`src/rtl/agt_responder.sv`:
```
// Memory-mapped target for the agt request/response interface: one transaction in flight, LATENCY wait states.
// Optional address range checking is enabled by defining AGT_RESPONDER_ADDR_CHECK_EN.
module agt_responder #(
    parameter int ADDR_W  = 8,
    parameter int DATA_W  = 32,
    parameter int DEPTH   = 16,
    parameter int LATENCY = 2
) (
    input  logic              clk,
    input  logic              rst,
    input  logic              req_valid,
    output logic              req_ready,
    input  logic              req_write,
    input  logic [ADDR_W-1:0] req_addr,
    input  logic [DATA_W-1:0] req_wdata,
    output logic              rsp_valid,
    input  logic              rsp_ready,
    output logic [DATA_W-1:0] rsp_rdata,
    output logic              rsp_err
);
    localparam int IDX_W = (DEPTH > 1) ? $clog2(DEPTH) : 1;
    localparam int CNT_W = (LATENCY > 0) ? $clog2(LATENCY + 1) : 1;

    typedef enum logic [1:0] {IDLE, WAIT, RESP} state_t;

    state_t            state, state_nxt;
    logic [CNT_W-1:0]  cnt;
    logic              write_q;
    logic              err_q;
    logic [IDX_W-1:0]  idx_q;
    logic [DATA_W-1:0] mem [DEPTH];

    logic              accept;
    logic              enter_resp;
    logic              req_err;
    logic [IDX_W-1:0]  req_idx;
    logic              sel_write;
    logic              sel_err;
    logic [IDX_W-1:0]  sel_idx;
    logic              unused_addr_bits;

    assign req_idx          = req_addr[IDX_W-1:0];
    assign unused_addr_bits = ^req_addr;
`ifdef AGT_RESPONDER_ADDR_CHECK_EN
    assign req_err = ({1'b0, req_addr} >= (ADDR_W + 1)'(DEPTH));
`else
    assign req_err = 1'b0;
`endif

    assign accept     = (state == IDLE) && req_valid;
    assign enter_resp = (state != RESP) && (state_nxt == RESP);

    // With LATENCY=0 the response is built straight from the request being accepted.
    assign sel_write = (state == IDLE) ? req_write : write_q;
    assign sel_err   = (state == IDLE) ? req_err   : err_q;
    assign sel_idx   = (state == IDLE) ? req_idx   : idx_q;

    always_ff @(posedge clk or posedge rst) begin
        if (rst) state <= IDLE;
        else     state <= state_nxt;
    end

    always_comb begin
        state_nxt = state;
        unique case (state)
            IDLE:    if (req_valid) state_nxt = (LATENCY == 0) ? RESP : WAIT;
            WAIT:    if (cnt == CNT_W'(1)) state_nxt = RESP;
            RESP:    if (rsp_ready) state_nxt = IDLE;
            default: state_nxt = IDLE;
        endcase
    end

    always_comb begin
        req_ready = (state == IDLE);
        rsp_valid = (state == RESP);
    end

    always_ff @(posedge clk or posedge rst) begin
        if (rst) begin
            cnt     <= '0;
            write_q <= 1'b0;
            err_q   <= 1'b0;
            idx_q   <= '0;
        end else if (accept) begin
            cnt     <= CNT_W'(LATENCY);
            write_q <= req_write;
            err_q   <= req_err;
            idx_q   <= req_idx;
        end else if (state == WAIT) begin
            cnt <= cnt - CNT_W'(1);
        end
    end

    always_ff @(posedge clk or posedge rst) begin
        if (rst) begin
            for (int i = 0; i < DEPTH; i++) mem[i] <= '0;
        end else if (accept && req_write && !req_err) begin
            mem[req_idx] <= req_wdata;
        end
    end

    always_ff @(posedge clk or posedge rst) begin
        if (rst) begin
            rsp_rdata <= '0;
            rsp_err   <= 1'b0;
        end else if (enter_resp) begin
            rsp_rdata <= (sel_write || sel_err) ? '0 : mem[sel_idx];
            rsp_err   <= sel_err;
        end else if (state == RESP && rsp_ready) begin
            rsp_rdata <= '0;
            rsp_err   <= 1'b0;
        end
    end
endmodule
```
`config.mk`:
```
export PLATFORM = sky130hd
export DESIGN_NAME = agt_responder
export DESIGN_NICKNAME = d
export VERILOG_FILES = /design/src/rtl/agt_responder.sv
export SDC_FILE = /design/constraint.sdc
export NUM_CORES = 1
export LEC_CHECK = 0
export CAP_MARGIN = 40
export CELL_PAD_IN_SITES_DETAIL_PLACEMENT = 2
export CELL_PAD_IN_SITES_GLOBAL_PLACEMENT = 2
export CORE_MARGIN = 2
export CORE_UTILIZATION = 30
export CTS_CLUSTER_DIAMETER = 60
export DETAILED_ROUTE_END_ITERATION = 8
export PLACE_DENSITY_LB_ADDON = 0.3
export SLEW_MARGIN = 25
export SYNTH_ARGS = -nofsm -noshare
export SYNTH_HDL_FRONTEND = slang
export SYNTH_SLANG_ARGS = --single-unit
```
`constraint.sdc`:
```
create_clock -name clk -period 24.9 [get_ports clk]
set_input_delay 6.225 -clock clk [delete_from_list [all_inputs] [get_ports clk]]
set_output_delay 6.225 -clock clk [all_outputs]
set_load 0.005 [all_outputs]
```
; ---- Word-level counts from Yosys, hierarchy flattened
; Index checks and enable logic that the tools add are counted.
[totals]
latchBits = 0
memories = 0
ramBits = 0
inputBits = 45
regBits = 554
output_inout_bits = 35
rom_bits = 0
[op_classes]
n_addsub = 1
shifts = 0
multipliers = 0
n_div = 0
bitwise_logic = 2
mux = 19
n_eq_ne = 5
n_reduce_logical = 8
n_lt_le_gt_ge = 3
[ops]
columns = operator, n
row1 = bitwise mux 512 bit, 1
row2 = 2-to-1 mux 32 bit, 6
row3 = binary-select mux 32 bit (select 4 bit), 1
row4 = demux 32 bit (select 4 bit), 1
row5 = greater-or-equal comparator 5 bit (second input constant), 2
row6 = 2-to-1 mux 2 bit, 5
row7 = inverter 4 -> 5 bit, 2
row8 = one-hot mux 2 bit (3 select lines), 1
row9 = logical AND 1 bit, 5
row10 = < comparator 5 x 1 -> 1 bit (second input constant), 1
row11 = equality test 2 x 1 -> 1 bit (second input constant), 2
row12 = equality test 2 bit (second input constant), 2
row13 = 2-to-1 mux 4 bit, 1
row14 = nonzero test 2 bit, 2
row15 = 2-to-1 mux 1 bit, 3
row16 = logical NOT 2 bit, 1
row17 = inequality test 2 bit (second input constant), 1
row18 = subtractor 2 x 1 -> 2 bit (second input constant), 1

; ---- Logic depth before layout (Yosys ltp)
[depth]
ltp_word = 8
mapped_depth = 9

; ---- Least setup slack after synthesis
; OpenSTA, ideal clock, no wires.
[synth_timing]
path_kind = input to register
start = in req_addr[1]
end = reg rsp_rdata[31]
required_ns = 24.774
stages = 8
path_slack_ns = 17.105
t_arrival_ns = 7.669
cell_sequence = or3b_4 -> buf_2 -> buf_2 -> buf_1 -> a21boi_0 -> o31ai_1 -> nor4_1 -> a221o_1
[synth_via]
elab_chain_cells = 7
[synth_rtl]
columns = element, line_no
row1 = "start, declared", 14  ; input logic [ADDR_W-1:0] req_addr,
row2 = 2-to-1 mux 4 bit, 56  ; assign sel_idx = (state == IDLE) ? req_idx : idx_q;
row3 = inverter 4 -> 5 bit (not written as such), 107  ; rsp_rdata <= (sel_write || sel_err) ? '0 : mem[sel_idx];
row4 = binary-select mux 32 bit (select 4 bit), 107
row5 = 2-to-1 mux 32 bit (not written as such) (2 in a row), 107
row6 = 2-to-1 mux 32 bit, 107
row7 = 2-to-1 mux 32 bit, 106  ; end else if (enter_resp) begin
row8 = "end signal, assigned", 107
row9 = "end, declared", 18  ; output logic [DATA_W-1:0] rsp_rdata,
; Every way passes these cells. The select of a mux whose other input is x is not followed.
; A chain may end at the register's enable or synchronous reset.

; ---- Final worst setup path
[layout_timing]
start = in req_addr[1]
end = reg rsp_rdata[19]
; The elaborated chain is that of the path after synthesis.

==> flow_metrics.tcl <==
set metrics [dict create \
    status "finished clean" \
    yosysWarnings 0 \
    synth_most_common_cell "dfrtp_1" \
    period_minus_slack_ns 9.946 \
    peakVddDrop_mv 0.05428 \
    gp_congestion 0.6988 \
    crit_path_start_kind "input port" \
    cp_slowest_cell "clkdlybuf4s50_1" \
    final_layout_size_suffix_gt1_share_pct 35.21 \
    switchingPower_uw 1171 \
    drc_errors 0 \
    port-buffer-count 74 \
    pin_count 80 \
    dp_hpwl_mm 45.18 \
    synth_top_area_share_pct 54.17 \
    finalPower_uw 3276 \
    synth.yosys.seq_area_share_pct 54.17 \
    tritoncts "done" \
    synth-edff-count 0 \
    die_w_um 295.8 \
    dieArea_um2 87510 \
    grt_pass1_wl_mm 125.2 \
    cts.sinks 553 \
    rows 107 \
    synth.avg_cell_area_um2 12.96 \
    combPwrFrac_pct 33.5 \
    first_pass_iters 5 \
    cts.htree.levels 2 \
    fin_hold_ws_ns 0.4802 \
    leakage_uw 0.01385 \
    maxSlewViolCount 0 \
    p_int_uw 2105 \
    path_cells "clkdlybuf4s50_1, or3b_4, buf_4, nand2_4, buf_4, buf_4, buf_12, a211oi_1, nor4_1, a221o_1" \
    syn2layout_area_growth_pct 15.68 \
    ant_nets 0 \
    drt_iter0_drc 868 \
    overflow 0 \
    yosysTopAreaCell "dfrtp_1" \
    min_path_cells 1 \
    placed_cells 3037 \
    dieHeight_um 295.8 \
    final.period_utilization_pct 39.94 \
    grt_use_total_pct 18.88 \
    endpoint_kind "flop" \
    cts_hold_buf 0 \
    ys_types 58 \
    clk_pin_slew_ns 0.06 \
    antenna_found_initial 3 \
    p_sw_share_pct 35.74 \
    cts_buffers 61 \
    maxSlewHeadroom_pct 34.23 \
    holdCritPathClass "reg2reg" \
    final_cells 3151 \
    clkLatencyLatePin_ns 0.63 \
    max_stage_delay_ns 0.73 \
    cts-resized-gates 0 \
    fin_tns_setup_ns 0 \
    final_net_count 2006 \
    grt_setup_unrepaired "false" \
    worst_pin_slew_ns 0.9866 \
    ys_ff_latch 553 \
    ys.flop_type "dfrtp_1" \
    cp_data_required_time_ns 25.46 \
    initial_core_util_pct 30.15 \
    critPathMostFrequentCell "buf_4" \
    wire_per_inst_um 25.89 \
    syn_nets 2017 \
    via_per_inst 5.394 \
    fmax_mhz 100.5 \
    syn-instance-count 1971 \
    finalHoldViolations 0 \
    reg2reg_depth 9 \
    clkPwrFrac_pct 27.8 \
    pwr-share-seq_pct 38.6 \
    grt_pass1_vias 19530 \
    post-cts-setup-buffers 0 \
    ys_async_sr_fraction_pct 100.0 \
    regToRegSetupSlack_ns 20.54 \
    synthTopCellsByCount "553 x dfrtp_1, 490 x mux2_2, 189 x and3_1" \
    critPathKind "in2reg" \
    routed_wl_mm 81.58 \
    finalSetupViolCount 0 \
    grt_max_degree 167 \
    vias 17000 \
    syn_area_um2 25550 \
    maxCapViolCount 0 \
    skew_ns 0.01819 \
    clock_path_buffers 3 \
    cp.arrival_ns 10.50 \
    worstPathMaxFanout 62 \
    cts-root-buf "clkbuf_16" \
    power.density_nw_per_um2 110.8 \
    synth.area.top_cells "dfrtp_1 54%, mux2_2 22%, a211oi_1 5.5%, and3_1 4.6%, clkbuf_1 1.6%" \
    core_um2 84750 \
]
[sequential cells by signal (all words and copies together), names as in the netlist]
register and flops:
mem 512, rsp_rdata 32, idx_q 4, cnt 2, state 2, write_q 1
[kinds of logic after synthesis]
family	Yosys count	share of synthesized area (%)
adder cells (fa/ha/maj)	1	0.04897
buffers and inverters	210	3.761
AND/OR/NAND/NOR	315	7.513
multiplexers	551	24.22
other	1	0.01468
flip-flops	553	54.17
AO/OA/AOI/OAI	340	10.28
[placed cells by master (no fill, tap or decap), types with 3 or more instances in the layout]
master / count
a31oi_4: 3
nand2_2: 5
clkbuf_16: 62
buf_16: 7
a2111oi_0: 31
o21ai_0: 37
bufinv_16: 4
clkbuf_1: 16
nor3b_1: 3
mux2_1: 27
nor3b_2: 3
mux2i_1: 32
buf_12: 5
mux2_2: 490
o211ai_1: 5
a211oi_1: 186
a221o_1: 31
nor2_4: 6
buf_4: 41
inv_1: 6
clkinv_2: 9
dfrtp_1: 553
nor4_1: 32
nor2_1: 10
and3_1: 188
clkdlybuf4s50_1: 74
clkbuf_8: 13
nand2b_1: 5
nor3_1: 5
nand2_1: 8
nand3_1: 32
a31o_2: 31
[path summary, 6_finish.rpt]
check	startpoint	endpoint
worst max-delay path	req_addr[1]	rsp_rdata[19]$_DFFE_PP0P_
worst min-delay path	mem[496]$_DFFE_PP0P_	mem[496]$_DFFE_PP0P_
worst max register to register	state[1]$_DFF_PP0_	rsp_rdata[19]$_DFFE_PP0P_
worst min register to register	mem[496]$_DFFE_PP0P_	mem[496]$_DFFE_PP0P_
max in group asynchronous	rst	mem[433]$_DFFE_PP0P_
min in group asynchronous	rst	mem[163]$_DFFE_PP0P_
[critical path, delay by kind of cell]
kind | cells | cell delay, ns
buf+inv | 5 | 2.44
compound gates | 2 | 0.31
simple gates | 3 | 1.44
[metal layers]
metal	wire length [um]	vias to the layer above	global-route usage [%]
li1	-	7382	-
met1	34840	9219	23.38
met2	42180	238	33.93
met3	2120	157	2.473
met4	2440	2	5.918
met5	12	-	0
[area by class of cell]
class	count	area [um2]
Antenna cell	2	5.005
Inverter	8	37.54
Sequential cell	553	13840
Fill cell	8572	55190
Multi-Input combinational cell	1208	10890
Timing Repair Buffer	128	1356
Clock inverter	17	207.7
Clock buffer	91	1790
Tap cell	1144	1431
[through the flow]
stage	utilization (%)	setup WS (ns)	cell area [um2]
final	34.87	14.95	29550
after global routing	34.87	14.70	29550
after global placement	32.17	14.06	27260
after CTS	34.76	14.91	29460
after detailed placement	32.40	14.24	27460
after floorplan	-	3.213	25550
[power by group through the flow]
stage | logic (uW) | clock network (uW) | registers, uW
2_1_floorplan | 729 | 0 | 1230
3_3_place_gp | 1040 | 0 | 1260
3_5_place_dp | 1100 | 0 | 1290
4_1_cts | 1110 | 938 | 1270
5_1_grt | 1190 | 971 | 1300
6_report | 1100 | 912 | 1270
Note: power is estimated with default switching activity, not from simulation.
